[config.mk]
export PLATFORM = sky130hd
export DESIGN_NAME = seq_alu_flat
export DESIGN_NICKNAME = d
export VERILOG_FILES = /design/src/rtl/seq_alu_if.sv /design/src/rtl/seq_alu.sv /design/src/flat_wrapper.sv
export SDC_FILE = /design/constraint.sdc
export NUM_CORES = 1
export LEC_CHECK = 0
export CAP_MARGIN = 20
export CORE_MARGIN = 5
export CORE_UTILIZATION = 44
export DETAILED_ROUTE_END_ITERATION = 12
export PLACE_DENSITY = 0.71
export SYNTH_ARGS = -nofsm -noshare
export SYNTH_HDL_FRONTEND = slang
export SYNTH_SLANG_ARGS = --single-unit
[constraint.sdc]
create_clock -name clk -period 2.9 [get_ports clk]
set_clock_uncertainty 0.15 [all_clocks]
set_input_delay 0.29 -clock clk [delete_from_list [all_inputs] [get_ports clk]]
set_output_delay 0.29 -clock clk [all_outputs]
set_load 0.005 [all_outputs]
[src/rtl/seq_alu_if.sv]
// Bus bundle for the multi-cycle ALU: request operands in, result and flags out.
// The master drives the request; the ALU is the slave.
interface seq_alu_if #(
  parameter int WIDTH = 64
);
  logic             start;
  logic [2:0]       cntrl;
  logic [WIDTH-1:0] A;
  logic [WIDTH-1:0] B;
  logic             busy;
  logic             done;
  logic [WIDTH-1:0] result;
  logic             negative;
  logic             zero;
  logic             overflow;
  logic             carry_out;

  modport master (
    output start, cntrl, A, B,
    input  busy, done, result,
    input  negative, zero, overflow, carry_out
  );

  modport slave (
    input  start, cntrl, A, B,
    output busy, done, result,
    output negative, zero, overflow, carry_out
  );
endinterface

[src/rtl/seq_alu.sv]
// Multi-cycle ALU: one CHUNK-wide slice reused WIDTH/CHUNK times, LS chunk first.
// Operands shift right past the slice; finished chunks shift into a shadow register.
module seq_alu #(
  parameter int WIDTH = 64,
  parameter int CHUNK = 8
) (
  input  logic    clk,
  input  logic    reset,
  seq_alu_if.slave bus
);
  localparam int N  = WIDTH / CHUNK;
  localparam int KW = $clog2(N + 1);

  if ((WIDTH % CHUNK) != 0) begin : g_bad_chunk
    $error("seq_alu: WIDTH must be a multiple of CHUNK");
  end

  typedef enum logic [1:0] {
    IDLE = 2'd0,
    RUN  = 2'd1,
    DONE = 2'd2
  } state_e;

  state_e           state_q;
  logic [KW-1:0]    k_q;
  logic [WIDTH-1:0] a_q;
  logic [WIDTH-1:0] b_q;
  logic [2:0]       op_q;
  logic             c_q;
  logic             zacc_q;
  logic [WIDTH-1:0] res_q;
  logic             neg_q;
  logic             zero_q;
  logic             ovf_q;
  logic             cout_q;
  logic             done_q;

  logic [CHUNK-1:0] a_c;
  logic [CHUNK-1:0] b_c;
  logic [CHUNK-1:0] bx_c;
  logic [CHUNK-1:0] r_c;
  logic [CHUNK:0]   sum_c;
  logic             cmsb_c;
  logic             arith;
  logic             last;
  logic             zacc_d;
  logic [WIDTH-1:0] full_d;

  assign a_c    = a_q[CHUNK-1:0];
  assign b_c    = b_q[CHUNK-1:0];
  assign arith  = (op_q[2:1] == 2'b01);
  assign bx_c   = op_q[0] ? ~b_c : b_c;
  assign sum_c  = {1'b0, a_c} + {1'b0, bx_c}
                + {{CHUNK{1'b0}}, c_q};
  assign cmsb_c = a_c[CHUNK-1] ^ bx_c[CHUNK-1]
                ^ sum_c[CHUNK-1];
  assign last   = (k_q == KW'(N - 1));
  assign zacc_d = zacc_q & (r_c == '0);

  always_comb begin
    r_c = '0;
    unique case (op_q)
      3'b000:  r_c = b_c;
      3'b010:  r_c = sum_c[CHUNK-1:0];
      3'b011:  r_c = sum_c[CHUNK-1:0];
      3'b100:  r_c = a_c & b_c;
      3'b101:  r_c = a_c | b_c;
      3'b110:  r_c = a_c ^ b_c;
      default: r_c = '0;
    endcase
  end

  // Shadow holds the chunks finished so far; the last chunk joins on top.
  if (N > 1) begin : g_shadow
    logic [WIDTH-CHUNK-1:0] sh_q;
    always_ff @(posedge clk) begin
      if (reset) begin
        sh_q <= '0;
      end else if (state_q == RUN) begin
        sh_q <= full_d[WIDTH-1:CHUNK];
      end
    end
    assign full_d = {r_c, sh_q};
  end else begin : g_single
    assign full_d = r_c;
  end

  always_ff @(posedge clk) begin
    if (reset) begin
      state_q <= IDLE;
      k_q     <= '0;
      a_q     <= '0;
      b_q     <= '0;
      op_q    <= '0;
      c_q     <= 1'b0;
      zacc_q  <= 1'b1;
      res_q   <= '0;
      neg_q   <= 1'b0;
      zero_q  <= 1'b1;
      ovf_q   <= 1'b0;
      cout_q  <= 1'b0;
      done_q  <= 1'b0;
    end else begin
      done_q <= 1'b0;
      unique case (state_q)
        IDLE, DONE: begin
          if (bus.start) begin
            a_q     <= bus.A;
            b_q     <= bus.B;
            op_q    <= bus.cntrl;
            c_q     <= (bus.cntrl[2:1] == 2'b01)
                     & bus.cntrl[0];
            k_q     <= '0;
            zacc_q  <= 1'b1;
            state_q <= RUN;
          end else begin
            state_q <= IDLE;
          end
        end
        RUN: begin
          a_q    <= a_q >> CHUNK;
          b_q    <= b_q >> CHUNK;
          c_q    <= arith & sum_c[CHUNK];
          zacc_q <= zacc_d;
          k_q    <= k_q + KW'(1);
          if (last) begin
            state_q <= DONE;
            done_q  <= 1'b1;
            res_q   <= full_d;
            neg_q   <= r_c[CHUNK-1];
            zero_q  <= zacc_d;
            ovf_q   <= arith & (cmsb_c ^ sum_c[CHUNK]);
            cout_q  <= arith & sum_c[CHUNK];
          end
        end
        default: state_q <= IDLE;
      endcase
    end
  end

  assign bus.busy      = (state_q == RUN);
  assign bus.done      = done_q;
  assign bus.result    = res_q;
  assign bus.negative  = neg_q;
  assign bus.zero      = zero_q;
  assign bus.overflow  = ovf_q;
  assign bus.carry_out = cout_q;
endmodule

[src/flat_wrapper.sv]
// flat-port wrapper written by rule: the top's interface ports become plain ports
module seq_alu_flat 
#(
  parameter int WIDTH = 64,
  parameter int CHUNK = 8
)
  (clk, reset, bus_start, bus_cntrl, bus_A, bus_B, bus_busy, bus_done, bus_result, bus_negative, bus_zero, bus_overflow, bus_carry_out);
  seq_alu_if #(.WIDTH(WIDTH)) bus_i ();
  input  logic clk;
  input  logic reset;
  input wire logic [$bits(bus_i.start)-1:0] bus_start;
  input wire logic [$bits(bus_i.cntrl)-1:0] bus_cntrl;
  input wire logic [$bits(bus_i.A)-1:0] bus_A;
  input wire logic [$bits(bus_i.B)-1:0] bus_B;
  output wire logic [$bits(bus_i.busy)-1:0] bus_busy;
  output wire logic [$bits(bus_i.done)-1:0] bus_done;
  output wire logic [$bits(bus_i.result)-1:0] bus_result;
  output wire logic [$bits(bus_i.negative)-1:0] bus_negative;
  output wire logic [$bits(bus_i.zero)-1:0] bus_zero;
  output wire logic [$bits(bus_i.overflow)-1:0] bus_overflow;
  output wire logic [$bits(bus_i.carry_out)-1:0] bus_carry_out;
  assign bus_i.start = bus_start;
  assign bus_i.cntrl = bus_cntrl;
  assign bus_i.A = bus_A;
  assign bus_i.B = bus_B;
  assign bus_busy = bus_i.busy;
  assign bus_done = bus_i.done;
  assign bus_result = bus_i.result;
  assign bus_negative = bus_i.negative;
  assign bus_zero = bus_i.zero;
  assign bus_overflow = bus_i.overflow;
  assign bus_carry_out = bus_i.carry_out;
  seq_alu #(.WIDTH(WIDTH), .CHUNK(CHUNK)) u_core (.clk(clk), .reset(reset), .bus(bus_i));
endmodule
Yosys cells after proc, flatten, opt, wreduce, memory -nomap -nowiden
Index checks and enable logic that the tools add are counted.

Register bits after elaboration: 264. Bits in latches: 0. Memory bits (writable): 0. Bits in read-only memories: 0. Bits of input ports: 134. Output and inout bits: 70. Word-level logic and storage cells: 67. Memories kept: 0.

$add $sub $neg: 3. Multiply operators: 0. Div/mod/pow operators: 0. Order comparisons: 0. Eq/ne operators: 12. Shifts and indexed selects: 0. Mux-type cells: 16. Bitwise gates (word level): 12. Reduce and logical (&&, ||, !) cells: 10.

Operators by type and width (count): case mux 64 bit (2 select lines) (2); two-way mux 64 bit (2); case mux 8 bit (5 select lines) (1); adder 8 x 8 -> 9 bit (1); adder 9 x 1 -> 9 bit (1); == test 3 bit (second input constant) (3); bitwise AND 8 bit (1); zero test 8 bit (1); two-way mux 8 bit (1); inverter 8 bit (1); bitwise OR 8 bit (1); case mux 4 bit (2 select lines) (1); bitwise XOR 8 bit (1); == test 2 x 1 -> 1 bit (second input constant) (3); == test 3 x 2 -> 1 bit (second input constant) (2); AND reduction 2 bit (3); OR reduction 2 bit (3); adder 4 x 1 -> 4 bit (second input constant) (1); bitwise AND 1 bit (4); == test 4 x 3 -> 1 bit (second input constant) (1); two-way mux 1 bit (4); two-way mux 4 bit (1); case mux 1 bit (2 select lines) (2); case mux 2 bit (2 select lines) (1); other kinds (9) (11).

Depth between registers and ports, before layout
Gate-level depths: netlist of the first run.

Depth in word-level cells: 8. Mapped depth: 11. Mapped depth without buffers: 9.

Least setup slack after synthesis of the first run
No wires, ideal clock.

Path kind: flip-flop to flip-flop. Start point: register u_core.op_q[0]. End point: register u_core.zacc_q. Setup time: 0.135 ns. Arrival: 2.930 ns. Data required time: 2.615 ns. Setup slack: -0.315 ns. Stages on the path, launching flop included: 12. Path buffers: 2. Period minus slack after synthesis: 3.215 ns. Cell sequence: dfxtp_1 buf_2 buf_2 xor2_1 fa_1 fa_1 a211oi_1 o21ai_0 mux2_2 a31oi_1 nand4bb_1 o311ai_2.

Cells in the longest elaborated chain, start to end: 7. Elaborated cells on any way between the ends: 14. Those cells by class: add/sub: 2; eq/ne: 5; mux: 3; bitwise: 1; reduce/logical: 3.

Ends and longest elaborated chain: start, declared (RTL line seq_alu.sv:28) `logic [2:0] op_q;`; start signal, assigned (RTL line seq_alu.sv:110) `op_q <= bus.cntrl;`; two-way mux 8 bit (RTL line seq_alu.sv:52) `assign bx_c = op_q[0] ? ~b_c : b_c;`; adder 8 x 8 -> 9 bit (RTL line seq_alu.sv:53) `assign sum_c = {1'b0, a_c} + {1'b0, bx_c}`; adder 9 x 1 -> 9 bit (RTL line seq_alu.sv:54) `+ {{CHUNK{1'b0}}, c_q};`; case mux 8 bit (5 select lines) * (RTL line seq_alu.sv:62) `unique case (op_q)`; zero test 8 bit * (RTL line seq_alu.sv:58) `assign zacc_d = zacc_q & (r_c == '0);`; bitwise AND 1 bit * (RTL line seq_alu.sv:58); case mux 1 bit (2 select lines) * (RTL line seq_alu.sv:105) `unique case (state_q)`; end signal, assigned (RTL line seq_alu.sv:124) `zacc_q <= zacc_d;`; end, declared (RTL line seq_alu.sv:30) `logic zacc_q;`.

Mark *: on every way between the ends. The rest lies on a longest branch, timed or not. A chain may end at the register's enable or synchronous reset.

Worst setup path in the final report of the first run
Ends and elaborated chain as after synthesis.

==> results of run 1 <==
==> cell usage in the layout (no fill, tap or decap), types with 2 or more instances in the layout <==
master,count
inv_1,23
nand2_1,347
or3_1,4
o221a_2,2
a2bb2oi_1,4
nor2b_1,2
fa_2,2
o31ai_1,2
xor2_1,10
nand3b_1,2
a31oi_1,2
bufinv_16,3
nor3_1,2
o211a_1,3
a21oi_1,238
nand2b_1,3
clkbuf_8,6
nor3b_1,3
a211oi_2,2
mux2i_1,9
o2111ai_1,2
clkdlybuf4s50_1,202
nor2_1,39
clkinv_2,6
o22ai_1,4
o211ai_1,3
buf_4,19
a22oi_1,129
a211oi_1,7
ha_1,24
o21a_1,3
and3_1,3
nor2_4,2
clkbuf_16,28
buf_12,6
clkbuf_1,4
dfxtp_1,262
nand3_1,4
o21ai_0,13
==> sequential cells by signal, indices dropped and copies added, names as in the netlist <==
name and cells:
u_core.a_q 64, u_core.b_q 64, u_core.bus.carry_out 1, u_core.bus.done 1, u_core.bus.overflow 1, u_core.bus.result 64, u_core.bus.zero 1, u_core.c_q 1
u_core.g_shadow.sh_q 56, u_core.k_q 4, u_core.op_q 3, u_core.state_q 2, u_core.zacc_q 1
==> cell type report <==
type	instances	area, um^2
well taps	319	399
clock inverters	13	164
multi-input cells	890	4830
flip-flops and latches	263	5270
fillers	2194	9710
clock buffers	37	785
inverters	24	95.1
repair buffers	228	2300
==> metrics by stage <==
stage	power, uW	std cells
floorplan	4490	1281
finish	8430	1774
detailed placement	4870	1724
global route	8790	1774
CTS	8510	1774
global placement	4860	1724
==> worst register-to-register path, stage by stage (launching register included) <==
cell and delay, ns:
dfxtp_2 0.34, xor2_1 0.16, fa_2 0.43, fa_2 0.41, a211oi_2 0.25, o21ai_0 0.12, mux2_2 0.27, a31oi_1 0.21
nand4bb_1 0.20, o311ai_2 0.09
==> path summary, 6_finish.rpt <==
path                         from                     to  slack, ns  depth (start not counted)
max                u_core.op_q[0]          u_core.zacc_q       0.14                          9
max reg2reg        u_core.op_q[0]          u_core.zacc_q       0.14                          9
min reg2reg  u_core.bus.result[4]   u_core.bus.result[4]       0.30                          2
min                         reset  u_core.bus.result[47]       0.18                          2
==> per-layer routing <==
metal / part of all wire / track usage
met1: 0.43 / 0.266
met2: 0.46 / 0.316
met3: 0.093 / 0.0669
met4: 0.017 / 0.0442
met5: 0.00067 / 0
==> Yosys cell counts, types with 2 or more instances <==
cell type  number  share of area
a211oi_1        8         0.0057
a21oi_1       238           0.11
a22oi_1       129          0.092
a2bb2oi_1       4         0.0033
a31oi_1         2         0.0012
and3_1          3         0.0018
buf_1           6         0.0021
buf_2          16         0.0076
clkbuf_1       80          0.028
dfxtp_1       263           0.50
fa_1            2         0.0038
ha_1           24          0.028
inv_1          23         0.0082
mux2i_1         9         0.0085
nand2_1       347           0.12
nand2b_1        4         0.0024
nand3_1         4         0.0019
nand3b_1        2         0.0014
nor2_1         41          0.015
nor2b_1         3         0.0018
nor3_1          2        0.00095
nor3b_1         3         0.0021
o2111ai_1       2         0.0017
o211a_1         3         0.0028
o211ai_1        3         0.0021
o21a_1          3         0.0021
o21ai_0        13         0.0062
o221a_2         2         0.0021
o22ai_1         4         0.0024
o31ai_1         2         0.0014
or3_1           4         0.0024
xor2_1         10         0.0083
==> kinds of logic after synthesis <==
kind of cell | share of synthesized area
AOI/OAI and AO/OA | 0.245
xor gates and xnor gates | 0.00829
adders and majority gates | 0.0322
buffers and inverters | 0.0484
DFF | 0.498
muxes | 0.00959
and+or+nand+nor | 0.158
==> power groups by stage <==
stage	Combinational (uW)	Clock (uW)	Sequential, uW
global route	1030	3880	3880
global placement	920	0	3940
floorplan	583	0	3900
finish	932	3640	3860
detailed placement	930	0	3940
CTS	935	3710	3860
==> summary.txt, run 1 <==
Clock network
  – Clock buffer depth: 3
  – CTS Buf Count: 28
  – Clock sinks: 263
  – H-tree depth: 1
  – Worst-Skew Late Latency: 0.54 ns
  – Hold-fix buffers at CTS: 0
  – Clock transition at path regs: 0.06 ns
  – PostCTS Resize Cnt: 0
  – Setup Buffers After CTS: 0
  – Root buffer cell: clkbuf_16
  – CTS tree: done

Global routing
  – Gr usage total: 0.200
  – Grt ovf: 0
  – Initial antenna violation count: 3
  – First-pass GRT wire length: 45000 um
  – Largest net degree at the start of global routing: 92
  – Number of global-route vias before repair: 8856

Critical path
  – Crit Path Class: register to register
  – CP Cell Sequence: xor2_1, fa_2, fa_2, a211oi_2, o21ai_0, mux2_2, a31oi_1, nand4bb_1, o311ai_2
  – Most frequent CP cell: fa_2
  – CP required: 3.15 ns
  – Slowest CP cell: fa_2
  – Max FO, Critical Path: 4
  – CP startpoint kind: register
  – Critical path's top delay family: adder cells
  – Crit end category: register
  – CP arrival: 3.02 ns
  – WP buf/inv: 0
  – Slowest cell delay on critical path: 0.43 ns

STA
  – Final setup vio count: 0
  – RSZ-0062 raised after global routing: no
  – Tcrit/Tclk final: 0.953
  – Slew HR: 0.538
  – Setup_tns: 0 ns
  – Setup ws final: 0.135 ns
  – FMAX: 0.362 GHz
  – Final slew viol count: 0
  – Hold WS: 0.176 ns
  – Fin crit period: 2.76 ns
  – Fin. Hold Viols: 0
  – Actual slew at the worst max-slew pin: 0.693 ns

Power and ir drop
  – Lkg Pwr: 0.00487 uW
  – Internal: 6350 uW
  – Combinational share of power: 0.111
  – Sequential power share: 0.458
  – Sw Share: 0.246
  – Pwr per Cell Area: 610 nW/um^2
  – Clock power share: 0.431
  – P_sw: 2080 uW
  – Max VDD drop: 0.400 mV

Drt
  – Antenna Violating Nets Remaining: 0
  – Via Count: 9469
  – WL final: 28200 um
  – Initial DRC Count: 765
  – DRC viols: 0
  – Wire length per cell: 15.9 um
  – DRT Pass-1 Iters: 5
  – Avg Vias per Cell: 5.34

Finish
  – # diodes: 0
  – Synth-to-Final Area Change: 30.9%
  – Fin util: 0.588
  – Post-route design area: 13800 um^2
  – Share of layout cells above drive strength 1: 0.0605
  – NumNets Final: 1595

Logic synthesis
  – Syn Area/Cell: 8.25 um^2
  – Seq cells post-synth: 263
  – Netlist cell types: 54
  – Mapped cell area: 10600 um^2
  – Ys async rst share: 0
  – Dominant synthesized flop cell: dfxtp_1
  – Number of synthesized flops with an enable pin: 0
  – Synth warnings: 0
  – Synth Net Count: 1441
  – Mapped Cells: 1281
  – Register area share after synthesis: 0.498

Placement
  – Post-DP HPWL: 19000 um
  – Post-DP Area: 12900 um^2
  – Port Buffer Count: 203
  – Place WS: 0.158 ns
  – GPL Wtd Cong: 0.876

Floorplanning
  – Die height: 165 um
  – Row count: 56
  – Core area: 23500 um^2
  – I/O pin cnt: 204
  – Die area: 27200 um^2
  – Die width: 165 um
  – Starting Density: 0.449

Outcome
  – Outcome: complete, no violations

Run
  – MaxCap Viol Count: 0

Hold path
  – Worst hold path class: primary input to register
Note: power is estimated with default switching activity, not from simulation.
==> run 2: changes to the inputs <==
Settings changed: PLACE_DENSITY 0.71 to 0.68, SKIP_LAST_GASP from default to 1.
Clock period 2.9 ns to 2.65 ns, I/O delays scaled along.
==> run 2 against run 1 <==
The run now ends with negative setup slack left. Cell area up 1.1%. Critical path depth stayed put. Count of clock-buffer cells in the layout unchanged. Die area did not move.
==> summary.txt, run 2 (synthesis results as in run 1) <==
Clock network
  – H-tree depth: 1 (unchanged)
  – CTS Buf Count: 27 (-3.6%)
  – Clock sinks: 263 (unchanged)
  – CTS tree: done
  – Clock buffer depth: 3 (unchanged)
  – Root buffer cell: clkbuf_16
  – Hold-fix buffers at CTS: 0 (unchanged)
  – Worst-Skew Late Latency: 0.52 ns (-0.02 ns)
  – Clock transition at path regs: 0.06 ns (about the same)

Critical path
  – CP arrival: 2.96 ns (-0.06 ns)
  – Cells on worst reg2reg path: 9 (unchanged)
  – CP startpoint kind: register
  – Crit Path Class: register to register
  – Crit end category: register
  – Max FO, Critical Path: 3 (-1)
  – CP required: 2.94 ns (-0.21 ns)

Drt
  – DRC viols: 0 (unchanged)
  – Initial DRC Count: 705 (-7.8%)
  – Wire length per cell: 16.0 um (+0.52%)
  – WL final: 28400 um (+0.75%)
  – Avg Vias per Cell: 5.28 (-1.1%)
  – Antenna Violating Nets Remaining: 0 (unchanged)
  – Via Count: 9389 (-0.84%)
  – DRT Pass-1 Iters: 5 (unchanged)

Finish
  – # diodes: 0 (unchanged)
  – Filler cell count: 2214 (+0.91%)
  – Synth-to-Final Area Change: 32.4%
  – NumNets Final: 1599 (+0.25%)
  – Leading cell types in the layout, fill and taps excluded: nand2_1 (347), dfxtp_1 (261), a21oi_1 (235)
  – Most common cell after layout, fill and taps aside: nand2_1
  – Fin util: 0.594 (+0.00659)
  – Final std cells w/o fill: 1778 (+0.23%)
  – Share of layout cells above drive strength 1: 0.0692 (+0.00874)

Floorplanning
  – Starting Density: 0.449 (unchanged)
  – Row count: 56 (unchanged)
  – I/O pin cnt: 204 (unchanged)
  – Die area: 27200 um^2 (unchanged)
  – Core area: 23500 um^2 (unchanged)
  – Die width: 165 um (unchanged)
  – Die height: 165 um (unchanged)

Power and ir drop
  – Pwr per Cell Area: 667 nW/um^2 (+9.5%)
  – Lkg Pwr: 0.00491 uW (+0.73%)
  – Max VDD drop: 0.401 mV (+0.17%)

STA
  – RSZ-0062 raised after global routing: yes
  – Fin. Hold Viols: 0 (unchanged)
  – Hold WS: 0.143 ns (-0.0337 ns)
  – Setup_tns: -0.0399 ns (-0.0399 ns)
  – Final setup vio count: 2 (+2)
  – Setup ws final: -0.0230 ns (-0.158 ns)
  – FMAX: 0.374 GHz (+3.4%)
  – Slew HR: 0.503 (-0.0352)
  – Final slew viol count: 0 (unchanged)
  – Actual slew at the worst max-slew pin: 0.745 ns (+0.0517 ns)
  – Fin crit period: 2.67 ns (-0.0920 ns)
  – Tcrit/Tclk final: 1.01 (+0.0552)

Run
  – MaxCap Viol Count: 0 (unchanged)

Outcome
  – Outcome: finished, violations left
  – Failing checks: negative setup slack

Global routing
  – Grt ovf: 0 (unchanged)
  – Initial antenna violation count: 1 (-2)
  – Largest net degree at the start of global routing: 100 (+8.7%)
  – Top Usage Layer GRT: met2
  – Gr usage total: 0.202 (+0.00284)
  – GR Util met1: 0.266 (+0.000271)
  – Grt met2 use: 0.331 (+0.0154)
  – Number of global-route vias before repair: 8794 (-0.70%)
  – First-pass GRT wire length: 45500 um (+1.1%)
  – Met3 Track Usage GR: 0.0624 (-0.00449)

Placement
  – Post-DP HPWL: 19300 um (+1.1%)
  – GPL Wtd Cong: 0.810 (-7.6%)
  – DP Cell Count: 1726 (+0.12%)
  – Place WS: -0.0429 ns (-0.201 ns)
  – Port Buffer Count: 203 (unchanged)

Hold path
  – Hold depth: 2 (unchanged)
  – Worst hold path class: primary input to register
==> run 2: repair_timing <==
action                                  in CTS  in global routing
gates resized for setup                      6                  6
setup buffers                                2                  1
endpoints found under the hold margin        0                  0
endpoints found under the setup margin       2                 10
pin swaps                                    8                  1
==> run 2: path summary, 6_finish.rpt <==
path,start,endpoint,slack [ns]
min reg2reg,u_core.bus.result[23],u_core.bus.result[23],0.30
max,u_core.b_q[0],u_core.zacc_q,-0.02
max reg2reg,u_core.b_q[0],u_core.zacc_q,-0.02
min,reset,u_core.b_q[61],0.14
==> run 2: power breakdown <==
part | switching (uW) | internal [uW] | leakage [uW]
registers | 110 | 4110 | 0.00214
logic | 579 | 500 | 0.00230
clock network | 1560 | 2470 | 0.000463
total | 2250 | 7090 | 0.00491
==> run 2: per-layer routing <==
metal	vias to the layer above	routed length (um)
li1	4742	-
met1	4350	12200
met2	258	13300
met3	37	2410
met4	2	454
met5	-	12
==> run 2: critical path, stage by stage (launching register included) <==
cell	delay [ns]
dfxtp_2	0.33
xor2_2	0.18
fa_2	0.41
fa_2	0.42
xor2_1	0.18
a21oi_2	0.17
a21oi_2	0.08
and4bb_2	0.34
nand4bb_4	0.13
o311ai_2	0.21
==> run 2: metrics by stage <==
stage          instance area, um^2  total power (uW)
5_1_grt                      14000              9720
3_3_place_gp                 13000              5350
4_1_cts                      14000              9410
3_5_place_dp                 13000              5360
6_report                     14000              9330
2_1_floorplan                10600              4920
==> run 2: final cells by class <==
| class | count | area [um^2] | share of cell area |
|---|---|---|---|
| Timing Repair Buffer | 233 | 2380 | 0.170 |
| Clock inverter | 12 | 191 | 0.0137 |
| Tap cell | 319 | 399 | 0.0285 |
| Inverter | 24 | 95.1 | 0.00680 |
| Multi-Input combinational cell | 890 | 4910 | 0.351 |
| Clock buffer | 37 | 753 | 0.0538 |
| Sequential cell | 263 | 5270 | 0.377 |
==> run 3: changes to the inputs <==
Settings changed: CORE_UTILIZATION 44 to 40, PLACE_DENSITY 0.68 to 0.63, SKIP_LAST_GASP 1 to default.
==> run 3 against run 2 <==
The flow now finishes without violations. Core utilization fell by 5.9 points. Global-route usage is 2.0 points lower. Non-clock buffer count down 1. Die area grew 9.4%. Clock power fell by 3%. Wire length up 1.6%. Cell area decreased by 0.32%. Sequential cell count unchanged.
==> summary.txt, run 3 (synthesis results as in run 1) <==
Clock network
  – Clock buffer depth: 3 (unchanged)
  – Clock transition at path regs: 0.06 ns (about the same)
  – Root buffer cell: clkbuf_16
  – Worst-Skew Late Latency: 0.53 ns (about the same)
  – H-tree depth: 1 (unchanged)
  – CTS tree: done
  – Hold-fix buffers at CTS: 0 (unchanged)
  – CTS Buf Count: 28 (+3.7%)
  – Clock sinks: 263 (unchanged)

Power and ir drop
  – Internal: 6960 uW (-1.8%)
  – P_sw: 2250 uW (+0.14%)
  – Sw Share: 0.244 (+0.00351)
  – Pwr per Cell Area: 661 nW/um^2 (-0.98%)
  – Power Total: 9210 uW (-1.3%)
  – Combinational share of power: 0.116 (about the same)
  – Max VDD drop: 0.475 mV (+18%)
  – Sequential power share: 0.459 (+0.007)
  – Lkg Pwr: 0.00489 uW (-0.39%)
  – Clock power share: 0.425 (-0.007)

Drt
  – WL final: 28800 um (+1.6%)
  – Top Layer Used: met5
  – WL met2: 12800 um (-3.3%)
  – Antenna Violating Nets Remaining: 0 (unchanged)
  – M1 wire length: 12900 um (+5.9%)
  – Initial DRC Count: 773 (+9.6%)
  – DRT Pass-1 Iters: 6 (+1)
  – Via Count: 9428 (+0.42%)
  – DRC viols: 0 (unchanged)
  – Met3 routed WL: 2410 um (unchanged)
  – Wire length per cell: 16.1 um (+0.74%)
  – Avg Vias per Cell: 5.26 (-0.48%)

Critical path
  – CP Cell Sequence: xor2_2, fa_2, fa_2, a21oi_1, o221a_2, mux2_4, a31oi_4, nand4bb_1, o311ai_2
  – CP arrival: 2.94 ns (-0.02 ns)
  – Critical path's top delay family: adder cells
  – WP buf/inv: 0 (unchanged)
  – Crit Path Class: register to register
  – Slowest CP cell: fa_2
  – CP startpoint kind: register
  – Crit end category: register
  – Most frequent CP cell: fa_2
  – Max FO, Critical Path: 3 (unchanged)
  – CP required: 2.94 ns (about the same)
  – Slowest cell delay on critical path: 0.39 ns (-0.03 ns)

Global routing
  – First-pass GRT wire length: 47000 um (+3.2%)
  – Largest net degree at the start of global routing: 108 (+8.0%)
  – Initial antenna violation count: 4 (+3)
  – Grt ovf: 0 (unchanged)
  – Gr usage total: 0.183 (-0.0198)
  – Number of global-route vias before repair: 8984 (+2.2%)

Placement
  – GPL Wtd Cong: 0.898 (+11%)
  – Port Buffer Count: 203 (unchanged)
  – Post-DP HPWL: 19400 um (+0.70%)
  – Place WS: -0.00507 ns (+0.0378 ns)

Hold path
  – Worst hold path class: primary input to register

Finish
  – NumNets Final: 1599 (unchanged)
  – Area of the multi-input gates: 4870 um^2 (-0.64%)
  – Filler cell count: 2508 (+13%)
  – Share of layout cells above drive strength 1: 0.0665 (-0.00274)
  – FF+latch area: 5270 um^2 (unchanged)
  – Most common cell after layout, fill and taps aside: nand2_1
  – Leading cell types in the layout, fill and taps excluded: nand2_1 (347), dfxtp_1 (261), a21oi_1 (236)
  – Synth-to-Final Area Change: 31.9%
  – # diodes: 0 (unchanged)
  – Fin util: 0.535 (-0.0591)

STA
  – Setup ws final: 0.00307 ns (+0.0260 ns)
  – Slew HR: 0.422 (-0.0805)
  – Final setup vio count: 0 (-2)
  – RSZ-0062 raised after global routing: yes
  – Fin. Hold Viols: 0 (unchanged)
  – Actual slew at the worst max-slew pin: 0.865 ns (+0.121 ns)
  – Final slew viol count: 0 (unchanged)
  – Hold WS: 0.0968 ns (-0.0457 ns)
  – FMAX: 0.378 GHz (+0.98%)
  – Fin crit period: 2.65 ns (-0.0260 ns)
  – Tcrit/Tclk final: 0.999 (-0.00983)

Outcome
  – Outcome: complete, no violations

Floorplanning
  – Starting Density: 0.406 (-0.0433)
  – Die height: 173 um (+4.6%)
  – Die area: 29800 um^2 (+9.4%)
  – I/O pin cnt: 204 (unchanged)
  – Die width: 173 um (+4.6%)
  – Core area: 26100 um^2 (+11%)
  – Row count: 59 (+5.4%)

Run
  – MaxCap Viol Count: 0 (unchanged)
[run 3: worst paths after layout]
check,start,endpoint,slack (ns),depth (start not counted)
max,u_core.b_q[0],u_core.zacc_q,0.003,9
min,reset,u_core.bus.result[36],0.1,2
max reg2reg,u_core.b_q[0],u_core.zacc_q,0.003,9
min reg2reg,u_core.bus.result[28],u_core.bus.result[28],0.30,2
[run 3: cell type report]
cell class                      count  share of cell area
Timing Repair Buffer              232               0.169
Clock inverter                      8             0.00691
Inverter                           24             0.00682
Sequential cell                   263               0.378
Multi-Input combinational cell    890               0.350
Clock buffer                       42              0.0598
Tap cell                          335              0.0301
[run 3: worst reg2reg max path: stages, from the launching register on]
cell       delay, ns
dfxtp_2         0.33
xor2_2          0.18
fa_2            0.39
fa_2            0.39
a21oi_1         0.18
o221a_2         0.24
mux2_4          0.16
a31oi_4         0.07
nand4bb_1       0.25
o311ai_2        0.24
[run 3: per-layer routing]
metal  global-route usage  vias to the layer above
met5                    0                        -
met4               0.0423                        8
met3               0.0629                       51
met2                0.281                      263
met1                0.249                     4368
li1                     -                     4738
[run 3: power groups by stage]
stage	sequential (uW)	clock, uW	combinational, uW
2_1_floorplan	4270	0	651
6_report	4230	3920	1070
4_1_cts	4230	4020	1060
3_3_place_gp	4310	0	1040
5_1_grt	4250	4200	1190
3_5_place_dp	4320	0	1060
[run 3: repair_timing]
action,in CTS,in global routing
setup buffers,0,2
resized for setup,0,8
pin swaps,1,2
hold endpoints to repair,0,0
setup endpoints to repair,1,8
[run 3: metrics by stage]
stage	instance area (um^2)	cells	TNS (ns)
4_1_cts	13900	1792	0
6_report	13900	1794	0
5_1_grt	13900	1794	-0.271
2_1_floorplan	10600	1281	-0.216
3_5_place_dp	13000	1742	-0.00507
3_3_place_gp	13000	1742	0
